==> config.mk <==
export PLATFORM = sky130hd
export DESIGN_NAME = draw_objects_pipe
export DESIGN_NICKNAME = d
export VERILOG_FILES = /design/src/rtl/pong_pkg.sv /design/src/rtl/rect_hit.sv /design/src/rtl/draw_objects_pipe.sv
export SDC_FILE = /design/constraint.sdc
export NUM_CORES = 1
export LEC_CHECK = 0
export CORE_UTILIZATION = 35
export DETAILED_ROUTE_END_ITERATION = 10
export SLEW_MARGIN = 40
export SYNTH_ARGS = -nofsm -noshare
export SYNTH_HDL_FRONTEND = slang
export SYNTH_SLANG_ARGS = --single-unit
==> constraint.sdc <==
create_clock -name clk -period 2.6 [get_ports clk]
set_input_delay 0.39 -clock clk [delete_from_list [all_inputs] [get_ports clk]]
set_output_delay 0.39 -clock clk [all_outputs]
set_load 0.1 [all_outputs]
==> src/rtl/pong_pkg.sv <==
// Shared Pong screen geometry, default object sizes and colour types.
package pong_pkg;

  // Visible screen area of the 640x480 VGA mode
  localparam int PONG_ACTIVE_WIDTH  = 640;
  localparam int PONG_ACTIVE_HEIGHT = 480;
  localparam int PONG_COORD_W       = 10;
  localparam int PONG_COLOR_W       = 4;

  // Default object sizes in pixels / lines
  localparam int PONG_PADDLE_WIDTH  = 10;
  localparam int PONG_PADDLE_HEIGHT = 50;
  localparam int PONG_BALL_SIZE     = 10;
  localparam int PONG_NET_WIDTH     = 2;
  localparam int PONG_NET_DASH      = 16;
  localparam int PONG_BLINK_FRAMES  = 8;

  // Packed {r,g,b} colour word
  typedef logic [3*PONG_COLOR_W-1:0] rgb_t;

  // Default colours: white ball and paddles, half-intensity grey net
  localparam rgb_t BALL_COLOR_DEF   = '1;
  localparam rgb_t PADDLE_COLOR_DEF = '1;
  localparam rgb_t NET_COLOR_DEF    =
    rgb_t'({3{1'b1, {(PONG_COLOR_W-1){1'b0}}}});

  // Per-pixel object hit flags carried from stage 1 to stage 2
  typedef struct packed {
    logic ball;
    logic p1;
    logic p2;
    logic net;
  } hit_flags_t;

endpackage

==> src/rtl/rect_hit.sv <==
// Combinational half-open rectangle test: [lo, lo+size) on both axes.
// Bounds are compared one bit wider than the coordinates so lo+size
// can never wrap around and alias onto small coordinates.
module rect_hit #(
  parameter int COORD_W = 10,
  parameter int SIZE_X  = 10,
  parameter int SIZE_Y  = 10
) (
  input  logic [COORD_W-1:0] px_i,
  input  logic [COORD_W-1:0] py_i,
  input  logic [COORD_W-1:0] loX_i,
  input  logic [COORD_W-1:0] loY_i,
  input  logic               en_i,
  output logic               hit_o
);

  localparam logic [COORD_W:0] SX = (COORD_W+1)'(SIZE_X);
  localparam logic [COORD_W:0] SY = (COORD_W+1)'(SIZE_Y);

  logic [COORD_W:0] pxWide;
  logic [COORD_W:0] pyWide;
  logic [COORD_W:0] loXWide;
  logic [COORD_W:0] loYWide;
  logic [COORD_W:0] hiXWide;
  logic [COORD_W:0] hiYWide;

  // Widen operands and form the exclusive upper bounds
  always_comb begin
    pxWide  = {1'b0, px_i};
    pyWide  = {1'b0, py_i};
    loXWide = {1'b0, loX_i};
    loYWide = {1'b0, loY_i};
    hiXWide = loXWide + SX;
    hiYWide = loYWide + SY;
  end

  // Pixel is inside when both axes fall in their half-open spans
  always_comb begin
    hit_o = en_i
          && (pxWide >= loXWide) && (pxWide < hiXWide)
          && (pyWide >= loYWide) && (pyWide < hiYWide);
  end

endmodule

==> src/rtl/draw_objects_pipe.sv <==
// Two-stage registered Pong object renderer. Stage 1 computes the object
// hit flags for the current pixel, stage 2 resolves priority into RGB.
// Object positions are latched once per frame so the picture never tears.
module draw_objects_pipe
  import pong_pkg::*;
#(
  parameter int ACTIVE_WIDTH  = PONG_ACTIVE_WIDTH,
  parameter int ACTIVE_HEIGHT = PONG_ACTIVE_HEIGHT,
  parameter int COORD_W       = PONG_COORD_W,
  parameter int COLOR_W       = PONG_COLOR_W,
  parameter int PADDLE_WIDTH  = PONG_PADDLE_WIDTH,
  parameter int PADDLE_HEIGHT = PONG_PADDLE_HEIGHT,
  parameter int BALL_SIZE     = PONG_BALL_SIZE,
  parameter bit NET_EN        = 1'b1,
  parameter int NET_WIDTH     = PONG_NET_WIDTH,
  parameter int NET_DASH      = PONG_NET_DASH,
  parameter int BLINK_FRAMES  = PONG_BLINK_FRAMES,
  parameter logic [3*COLOR_W-1:0] BALL_COLOR   = BALL_COLOR_DEF,
  parameter logic [3*COLOR_W-1:0] PADDLE_COLOR = PADDLE_COLOR_DEF,
  parameter logic [3*COLOR_W-1:0] NET_COLOR    = NET_COLOR_DEF
) (
  input  logic               clk,
  input  logic               reset,
  input  logic [COORD_W-1:0] x,
  input  logic [COORD_W-1:0] y,
  input  logic               active_in,
  input  logic               hsync_in,
  input  logic               vsync_in,
  input  logic               frame_start,
  input  logic [COORD_W-1:0] ball_x,
  input  logic [COORD_W-1:0] ball_y,
  input  logic [COORD_W-1:0] paddle1_y,
  input  logic [COORD_W-1:0] paddle2_y,
  input  logic               ball_blink,
  output logic [COLOR_W-1:0] r,
  output logic [COLOR_W-1:0] g,
  output logic [COLOR_W-1:0] b,
  output logic               active_out,
  output logic               hsync_out,
  output logic               vsync_out
);

  localparam int BLINK_W = (BLINK_FRAMES > 1) ? $clog2(BLINK_FRAMES) : 1;
  localparam logic [BLINK_W-1:0] BLINK_LAST = BLINK_W'(BLINK_FRAMES - 1);

  localparam logic [COORD_W-1:0] P1_LEFT = '0;
  localparam logic [COORD_W-1:0] P2_LEFT = COORD_W'(ACTIVE_WIDTH - PADDLE_WIDTH);

  localparam logic [COORD_W:0] NET_LO = (COORD_W+1)'(ACTIVE_WIDTH/2 - NET_WIDTH/2);
  localparam logic [COORD_W:0] NET_HI = (COORD_W+1)'(ACTIVE_WIDTH/2 + NET_WIDTH/2);
  localparam int DASH_BIT = $clog2(NET_DASH);

  // Elaboration-time sanity checks on the geometry parameters
  if (NET_WIDTH % 2 != 0) begin : gNetWidthCheck
    $error("draw_objects_pipe: NET_WIDTH must be even");
  end
  if ((NET_DASH < 1) || ((NET_DASH & (NET_DASH - 1)) != 0)) begin : gNetDashCheck
    $error("draw_objects_pipe: NET_DASH must be a power of two");
  end
  if (DASH_BIT >= COORD_W) begin : gDashBitCheck
    $error("draw_objects_pipe: NET_DASH too large for COORD_W");
  end
  if (BLINK_FRAMES < 1) begin : gBlinkCheck
    $error("draw_objects_pipe: BLINK_FRAMES must be at least 1");
  end
  if ((ACTIVE_WIDTH > (1 << COORD_W)) || (ACTIVE_HEIGHT > (1 << COORD_W))) begin : gScreenCheck
    $error("draw_objects_pipe: screen does not fit in COORD_W bits");
  end

  // ---------------------------------------------------------------------
  // Per-frame shadow copies of the object positions
  // ---------------------------------------------------------------------
  logic [COORD_W-1:0] ballX_q, ballX_d;
  logic [COORD_W-1:0] ballY_q, ballY_d;
  logic [COORD_W-1:0] paddle1Y_q, paddle1Y_d;
  logic [COORD_W-1:0] paddle2Y_q, paddle2Y_d;
  logic               shadowValid_q, shadowValid_d;

  // Load all positions together at frame start, otherwise hold
  always_comb begin
    ballX_d       = ballX_q;
    ballY_d       = ballY_q;
    paddle1Y_d    = paddle1Y_q;
    paddle2Y_d    = paddle2Y_q;
    shadowValid_d = shadowValid_q;
    if (frame_start) begin
      ballX_d       = ball_x;
      ballY_d       = ball_y;
      paddle1Y_d    = paddle1_y;
      paddle2Y_d    = paddle2_y;
      shadowValid_d = 1'b1;
    end
  end

  // Shadow position registers
  always_ff @(posedge clk) begin
    if (reset) begin
      ballX_q       <= '0;
      ballY_q       <= '0;
      paddle1Y_q    <= '0;
      paddle2Y_q    <= '0;
      shadowValid_q <= 1'b0;
    end else begin
      ballX_q       <= ballX_d;
      ballY_q       <= ballY_d;
      paddle1Y_q    <= paddle1Y_d;
      paddle2Y_q    <= paddle2Y_d;
      shadowValid_q <= shadowValid_d;
    end
  end

  // ---------------------------------------------------------------------
  // Ball blink: frame counter and visibility phase
  // ---------------------------------------------------------------------
  logic [BLINK_W-1:0] blinkCnt_q, blinkCnt_d;
  logic               blinkPhase_q, blinkPhase_d;
  logic               ballVisible;

  // Step the blink counter only at frame start so visibility is
  // constant across a frame; disabling blink clears it at the next frame
  always_comb begin
    blinkCnt_d   = blinkCnt_q;
    blinkPhase_d = blinkPhase_q;
    if (frame_start) begin
      if (!ball_blink) begin
        blinkCnt_d   = '0;
        blinkPhase_d = 1'b0;
      end else if (blinkCnt_q == BLINK_LAST) begin
        blinkCnt_d   = '0;
        blinkPhase_d = ~blinkPhase_q;
      end else begin
        blinkCnt_d   = blinkCnt_q + 1'b1;
      end
    end
  end

  // Blink state registers
  always_ff @(posedge clk) begin
    if (reset) begin
      blinkCnt_q   <= '0;
      blinkPhase_q <= 1'b0;
    end else begin
      blinkCnt_q   <= blinkCnt_d;
      blinkPhase_q <= blinkPhase_d;
    end
  end

  assign ballVisible = ~blinkPhase_q;

  // ---------------------------------------------------------------------
  // Stage 1: object hit tests
  // ---------------------------------------------------------------------
  logic ballHit;
  logic p1Hit;
  logic p2Hit;
  logic netHit;

  rect_hit #(
    .COORD_W (COORD_W),
    .SIZE_X  (BALL_SIZE),
    .SIZE_Y  (BALL_SIZE)
  ) uBallHit (
    .px_i  (x),
    .py_i  (y),
    .loX_i (ballX_q),
    .loY_i (ballY_q),
    .en_i  (shadowValid_q & ballVisible),
    .hit_o (ballHit)
  );

  rect_hit #(
    .COORD_W (COORD_W),
    .SIZE_X  (PADDLE_WIDTH),
    .SIZE_Y  (PADDLE_HEIGHT)
  ) uP1Hit (
    .px_i  (x),
    .py_i  (y),
    .loX_i (P1_LEFT),
    .loY_i (paddle1Y_q),
    .en_i  (shadowValid_q),
    .hit_o (p1Hit)
  );

  rect_hit #(
    .COORD_W (COORD_W),
    .SIZE_X  (PADDLE_WIDTH),
    .SIZE_Y  (PADDLE_HEIGHT)
  ) uP2Hit (
    .px_i  (x),
    .py_i  (y),
    .loX_i (P2_LEFT),
    .loY_i (paddle2Y_q),
    .en_i  (shadowValid_q),
    .hit_o (p2Hit)
  );

  // Dashed centre net: fixed column span, dash when the dash bit of y is 0
  always_comb begin
    netHit = 1'b0;
    if (NET_EN && ({1'b0, x} >= NET_LO) && ({1'b0, x} < NET_HI)
        && (y[DASH_BIT] == 1'b0)) begin
      netHit = 1'b1;
    end
  end

  hit_flags_t hits_d, hits_q;
  logic       active1_q;
  logic       hsync1_q;
  logic       vsync1_q;

  // Gather the hit flags into one word for the stage-1 register
  always_comb begin
    hits_d      = '0;
    hits_d.ball = ballHit;
    hits_d.p1   = p1Hit;
    hits_d.p2   = p2Hit;
    hits_d.net  = netHit;
  end

  // Stage-1 register: hit flags plus timing delayed by one cycle
  always_ff @(posedge clk) begin
    if (reset) begin
      hits_q    <= '0;
      active1_q <= 1'b0;
      hsync1_q  <= 1'b0;
      vsync1_q  <= 1'b0;
    end else begin
      hits_q    <= hits_d;
      active1_q <= active_in;
      hsync1_q  <= hsync_in;
      vsync1_q  <= vsync_in;
    end
  end

  // ---------------------------------------------------------------------
  // Stage 2: priority colour mux and output registers
  // ---------------------------------------------------------------------
  logic [3*COLOR_W-1:0] rgb_d, rgb_q;
  logic                 activeOut_q;
  logic                 hsyncOut_q;
  logic                 vsyncOut_q;

  // Ball over left paddle over right paddle over net; blank outside
  // the visible area regardless of hits
  always_comb begin
    rgb_d = '0;
    if (active1_q) begin
      if (hits_q.ball) begin
        rgb_d = BALL_COLOR;
      end else if (hits_q.p1 || hits_q.p2) begin
        rgb_d = PADDLE_COLOR;
      end else if (hits_q.net) begin
        rgb_d = NET_COLOR;
      end
    end
  end

  // Stage-2 register: final colour and timing delayed by two cycles
  always_ff @(posedge clk) begin
    if (reset) begin
      rgb_q       <= '0;
      activeOut_q <= 1'b0;
      hsyncOut_q  <= 1'b0;
      vsyncOut_q  <= 1'b0;
    end else begin
      rgb_q       <= rgb_d;
      activeOut_q <= active1_q;
      hsyncOut_q  <= hsync1_q;
      vsyncOut_q  <= vsync1_q;
    end
  end

  assign r          = rgb_q[3*COLOR_W-1:2*COLOR_W];
  assign g          = rgb_q[2*COLOR_W-1:COLOR_W];
  assign b          = rgb_q[COLOR_W-1:0];
  assign active_out = activeOut_q;
  assign hsync_out  = hsyncOut_q;
  assign vsync_out  = vsyncOut_q;

endmodule

==> impl_results.md, run 1 <==
* Initial antenna violation count at 0
* Final min period at 2380 ps
* Post-Synth XOR/XNOR Area at 5.73%
* Clock Sinks at 57
* FFs w/ async S/R, synth at 0%
* Vias per cell at about 5.1
* Final setup TNS at 0 ps
* Hold Crit Class: flop to flop
* Largest family of logic cells by synthesized area: adder cells
* Core ar. at roughly 12000 um^2
* Root Buffer: clkbuf_16
* CTS buffer count at 9
* Flop and latch count out of synthesis at between 50 and 60
* Most common cell after layout, fill and taps aside: ha_1
* Final Setup Violations at 0
* Initial cell density of the core at between 30% and 40%
* PwrDens at 492 nW/um^2
* H-tree depth at 3
* Chip height at between 100 and 150 um
* Ys flop type: dfxtp_1
* DR pass1 iterations at 4
* Met3 usage at just under 4%
* Synth top area share at approximately a quarter
* Hold_buf cts at 0
* GRT busiest layer: met2
* Final hold slack at between 400 and 500 ps
* Max-slew headroom at 64.8%
* Crit end category: flop
* Synth Net Count at ~630
* Leakage power at between 2 and 2.5 nW
* Pwr Total at 0.00267 W
* Worst EP arrival at about 2600 ps
* Buffers on Ports at 81
* Most frequent cells in the layout: 82 x ha_1, 64 x clkdlybuf4s50_1, 57 x dfxtp_1
* Post-route ant nets at 0
* CTS tree: built
* Yosys warns at 0
* Fill count at 1151
* Synthesized area at 4280 um^2
* GRT met1 Usage at between 20% and 30%
* CTS max path bufs at 2
* Global routing usage on met2 at between 20% and 30%
* Number of antenna diodes at 0
* CP Max Fanout at 5
* Number of synthesized flops with an enable pin at 0
* Fin crit share at 91.6%
* Post-synth top area cell: dfxtp_1
* Critical path class: flop to flop
* Multiplexer area fraction after synthesis at a little under a tenth
* Clk Latency, worst-skew pair at ~320 ps
* Post-CTS setup buffer count at 0
* Io pins at 82
* Final nets at 705
* Horiz. Die Dim at around 110 um
* Clock transition at path regs at around 50 ps
* Final hold vios at 0
* Drt first-iter violations at around 180
* Slew Viols, Final at 0
* Unique masters post-synth at 48
* Largest net degree at the start of global routing at between 40 and 50
* FP Rows at 40
* VDD IR max at 0.000228 V
* Status: completed
* Number of cells produced by synthesis at between 400 and 500
* Worst path required time at 2830 ps
* Top cells by area, synth: dfxtp_1 27%, ha_1 24%, mux2i_1 9.6%, xnor2_1 5.3%, nor2_1 4.7%
* Remaining DRCs at 0
* Area share of fa/ha/maj cells after synthesis at 24.0%
* Worst-margin pin slew at 528 ps
* Area of the multi-input gates at roughly 2900 um^2
* CP startpoint kind: flop
* Share of cells above drive strength 1 at 7.86%
* Seq/Total Area, Yosys at between 20% and 30%
* Maxcap violations at 0
* Total track usage at 16.6%
* Vias in the first global route at around 3600
* Post-synthesis simple-gate area fraction at between 10% and 20%
* Post_cts resized at 0
* DP Wirelength at ~7700 um
* Die outline area at 12700 um^2
* Fmax at between 0.4 and 0.5 GHz
* Layout Skew at roughly 3.3 ps
* Via count at approximately 3600
* Layout area overhead at 26.6%
* FF+latch area at about 1100 um^2
* Compound-Gate Fraction of Synth Area at 12.1%
* Routability Congestion at about 0.86
* Final WL at approximately 10000 um
* First-pass GRT wire length at between 15000 and 20000 um
* Drt wl/cell at approximately 14 um
* Syn_area_per_cell at 8.87 um^2
* Total grt overflow at 0
* Unrepaired setup endpoints after global routing: false
==> path summary, 6_finish.rpt <==
kind / startpoint / slack, ps / end / cells past startpoint
max reg2reg: ballY_q[1] / 220 / hits_q[3] / 10
min: hsync1_q / 430 / hsync_out / 1
max: ballY_q[1] / 220 / hits_q[3] / 10
min reg2reg: hsync1_q / 430 / hsync_out / 1
==> stage by stage <==
stage / std cells / setup WS, ps / util (%) / instance area [um^2]
2_1_floorplan: 483 / 448 / - / 4280
3_3_place_gp: 692 / 167 / 43.0 / 5140
3_5_place_dp: 692 / 104 / 43.0 / 5140
4_1_cts: 707 / 229 / 45.3 / 5420
5_1_grt: 707 / 48.9 / 45.3 / 5420
6_report: 707 / 219 / 45.3 / 5420
==> cells by family (layout without fill, tap and decap cells) <==
group	after synthesis	in the layout
flops	57	57
compound gates	78	78
buf+inv	64	141
xor+xnor	28	28
mux	41	41
fa+ha+maj	82	82
simple gates	133	133
==> registers in the layout, summed over array words and instances, names as in the netlist <==
signal,count
paddle2Y_q,10
blinkCnt_q,3
hsync1_q,1
ballY_q,10
active_out,1
shadowValid_q,1
vsync_out,1
ballX_q,10
rgb_q,2
blinkPhase_q,1
hits_q,4
active1_q,1
hsync_out,1
paddle1Y_q,10
vsync1_q,1
==> per-layer routing <==
metal | vias up | part of all wire, %
li1 | 1862 | -
met1 | 1677 | 50
met2 | 68 | 45
met3 | 7 | 3.7
met4 | 0 | 0.73
met5 | - | 0
==> final cells by class <==
type	count	area share, %
clock buffers	12	4.92
clock inverters	3	0.277
inverters	42	2.91
multi-input cells	362	52.7
flip-flops and latches	57	21.1
well taps	147	3.39
repair buffers	84	14.7
==> cells in the mapped netlist, drive strengths merged (2+ instances only) <==
cell and number:
clkbuf 7, a21o 7, nand2 16, inv 42
ha 82, a211oi 6, o2111ai 4, nor3 12
buf 15, a21oi 20, a221oi 2, nor2 54
nand4 7, or3 2, nor4 6, xnor2 26
nand3 11, xor2 2, a31oi 3, a2111oi 3
nor2b 7, o21ai 15, mux2i 41, o21a 6
o211ai 3, or4 3, and3 3, or3b 2
nand2b 7, dfxtp 57
==> report_power, final <==
group / leakage (nW) / total, W / switching [W] / internal, W
logic: 1.75 / 0.000595 / 0.000294 / 0.000301
clock network: 0.144 / 0.00111 / 0.000401 / 0.000711
registers: 0.469 / 0.000962 / 0.0000429 / 0.000919
total: 2.36 / 0.00267 / 0.000738 / 0.00193
==> worst max-delay path: stages, from the launching register on <==
cell and delay, ps:
dfxtp_1 410, ha_1 210, o21ai_1 120, or3_1 340, xnor2_1 140, ha_1 280, and3_1 180, nand3_1 90
a21oi_1 50, o21a_1 220, nor4_2 260
Power figures use the tool's default switching activity.
==> inputs of run 2 (changes only) <==
- SYNTH_HIERARCHICAL: default -> 1
==> run 2 against run 1 <==
Against the previous run: register-to-register slack got worse by 90 ps; combinational power rose by 44%; first-iteration DRC count fell by 15%; sequential cell count did not move; global-route usage rose by 0.66 points; clock-buffer cell count fell by 3; die area rose by 28%; sequential share of layout area fell by 5.1 points; critical path depth rose by 2; total power rose by 17%; critical path type unchanged; highest routed layer unchanged.
==> impl_results.md, run 2 <==
* Maxcap violations at 0 (unchanged)
* Fmax at 0.404 GHz (-3.7%)
* Number of synthesized flops with an enable pin at 0 (unchanged)
* Crit end category: flop
* Max-slew headroom at 56.5% (-8.3 points)
* FFs w/ async S/R, synth at 0% (unchanged)
* Hold_buf cts at 0 (unchanged)
* Final hold vios at 0 (unchanged)
* Io pins at 82 (unchanged)
* Leakage power at 3.32 nW (+41%)
* Clock Sinks at 57 (unchanged)
* Most common cell in the synthesized netlist: ha_1
* CTS buffer count at 9 (unchanged)
* Final nets at 971 (+38%)
* Compound-Gate Fraction of Synth Area at 15.6% (+3.5 points)
* Drt wl/cell at 13.3 um (-5.3%)
* Largest net degree at the start of global routing at 34 (-31%)
* Post-route ant nets at 0 (unchanged)
* VDD IR max at 0.000292 V (+28%)
* Worst-margin pin slew at 652 ps (+125 ps)
* DR pass1 iterations at 5 (+1)
* Horiz. Die Dim at 127 um (+13%)
* PwrDens at 437 nW/um^2 (-11%)
* Layout area overhead at 30.3%
* Vias in the first global route at 4738 (+31%)
* Status: completed
* CTS max path bufs at 2 (unchanged)
* DP Cell Count at 980 (+42%)
* Die outline area at 16200 um^2 (+28%)
* Final setup TNS at 0 ps (unchanged)
* Clock transition at path regs at 60 ps (about the same)
* Synthesized area at 5500 um^2 (+29%)
* Hold Crit Class: flop to flop
* CP dominant cell by count: a21oi_1
* FP Rows at 45 (+13%)
* Worst EP arrival at 2740 ps (+120 ps)
* Final Setup Violations at 0 (unchanged)
* Final WL at 13300 um (+34%)
* Clk Latency, worst-skew pair at 330 ps (about the same)
* Drt first-iter violations at 156 (-15%)
* Syn_area_per_cell at 8.75 um^2 (-1.3%)
* Ys flop type: dfxtp_1
* CP max stage cell: dfxtp_1
* CP startpoint kind: flop
* Unrepaired setup endpoints after global routing: true
* Post-Synth XOR/XNOR Area at 6.52% (+0.80 points)
* CP peak stage delay at 360 ps (-50 ps)
* Most frequent cells in the layout: 122 x ha_1, 64 x inv_1, 64 x clkdlybuf4s50_1
* H-tree depth at 3 (unchanged)
* Share of cells above drive strength 1 at 11.4% (+3.6 points)
* Remaining DRCs at 0 (unchanged)
* Core ar. at 15300 um^2 (+28%)
* Flop and latch count out of synthesis at 57 (unchanged)
* Synth top area share at 27.7% (+1.1 points)
* Slew Viols, Final at 0 (unchanged)
* Root Buffer: clkbuf_16
* Seq/Total Area, Yosys at 20.7% (-5.9 points)
* Post-synth top area cell: ha_1
* Yosys warns at 6 (+6)
* Layout Skew at 7.55 ps (+4.27 ps)
* Buffers on Ports at 81 (unchanged)
* Initial antenna violation count at 0 (unchanged)
* Final min period at 2470 ps (+91.2 ps)
* Routability Congestion at 0.822 (-3.9%)
* Initial cell density of the core at 36.1% (+0.27 points)
* Worst path required time at 2870 ps (+40 ps)
* CTS tree: built
* DP Wirelength at 11100 um (+43%)
* Critical path, cell by cell: inv_2 > nor3_4 > and3_4 > o21ai_0 > xnor2_1 > ha_1 > o2111ai_1 > a21oi_1 > a221o_1 > a21oi_1 > nor4b_4 > nor2b_1
* Largest family of logic cells by synthesized area: adder cells
* First-pass GRT wire length at 22200 um (+31%)
* Unique masters post-synth at 59 (+23%)
* Number of cells produced by synthesis at 629 (+30%)
* Total grt overflow at 0 (unchanged)
* Post-synthesis simple-gate area fraction at 14.7% (-0.65 points)
* Via count at 4739 (+31%)
* Top cells by area, synth: ha_1 28%, dfxtp_1 21%, mux2i_1 7.3%, xnor2_1 5.9%, inv_1 4.4%
* Number of antenna diodes at 0 (unchanged)
* Pre-CTS setup slack at -179 ps (-283 ps)
* Pwr Total at 0.00313 W (+17%)
* Final hold slack at 437 ps (+2.56 ps)
* Most common cell after layout, fill and taps aside: ha_1
* Multiplexer area fraction after synthesis at 7.27% (-2.3 points)
* Area share of fa/ha/maj cells after synthesis at 27.7% (+3.8 points)
* Vias per cell at 4.75 (-7.1%)
* Fin crit share at 95.1% (+3.5 points)
* Critical path class: flop to flop
* Total track usage at 17.3% (+0.66 points)
* Chip height at 127 um (+13%)
* Post-route insts no fill at 998 (+41%)
* Top cells by count, synth: 122 x ha_1, 64 x inv_1, 58 x nor2_1
* CP Max Fanout at 4 (-1)
* Final worst slack at 127 ps (-91.2 ps)
run 2: cell types whose count changed after synthesis, sizes merged, moves of 7 or more:
cell,change
ha,+40
inv,+29
a21oi,+17
o21ai,+13
xnor2,+11
nand4,+9
nor3,-7
run 2: final cells by class:
class | instances | area [um^2]
Sequential cell | 57 | 1140
Clock buffer | 9 | 225
Clock inverter | 7 | 104
Inverter | 71 | 267
Multi-Input combinational cell | 534 | 4190
Tap cell | 211 | 264
Fill cell | 1512 | 8090
Timing Repair Buffer | 109 | 986
run 2: worst max-delay path: cells and delay by family (launching register included):
family                     cells  cell delay (ps)
xor gates and xnor gates       1              140
buffers and inverters          1               80
and+or+nand+nor                4              740
DFF                            1              360
adders and majority gates      1              290
AOI/OAI and AO/OA              5              780
run 2: per-stage QoR:
step | util, % | area [um^2]
floorplan | - | 5710
global placement | 44.6 | 6810
detailed placement | 44.6 | 6810
CTS | 46.8 | 7140
global route | 47.0 | 7170
finish | 47.0 | 7170
run 2: power breakdown:
part	internal (W)	total, W	leakage [nW]	switching (W)
registers	0.000919	0.000962	0.470	0.0000433
clock network	0.000848	0.00131	0.160	0.000463
logic	0.000419	0.000858	2.69	0.000439
run 2: worst paths after layout:
kind                            cells past startpoint  slack (ps)         to  startpoint
worst max-delay path                               12         130  hits_q[3]  ballY_q[4]
worst min-delay path                                2         440   rgb_q[7]   hits_q[0]
worst max register to register                     12         130  hits_q[3]  ballY_q[4]
worst min register to register                      2         440   rgb_q[7]   hits_q[0]
run 2: cells by family after synthesis:
kind of cell / Yosys count
xor gates and xnor gates: 41
and+or+nand+nor: 150
muxes: 40
other: 2
buffers and inverters: 92
AOI/OAI and AO/OA: 125
adders and majority gates: 122
DFF: 57
run 2: layer usage:
layer,routed length (um),up-vias,global-route usage [%],share of wire (%)
met3,423,9,2.97,3.2
met4,159,0,5.11,1.2
met2,6540,60,31.1,49
met1,6150,2185,20.9,46
met5,0,-,0,0
li1,-,2485,-,-
run 2: timing repair:
action,4_1_cts,5_1_grt
gates resized for setup,0,7
endpoints found under the setup margin,0,2
buffers inserted,0,2
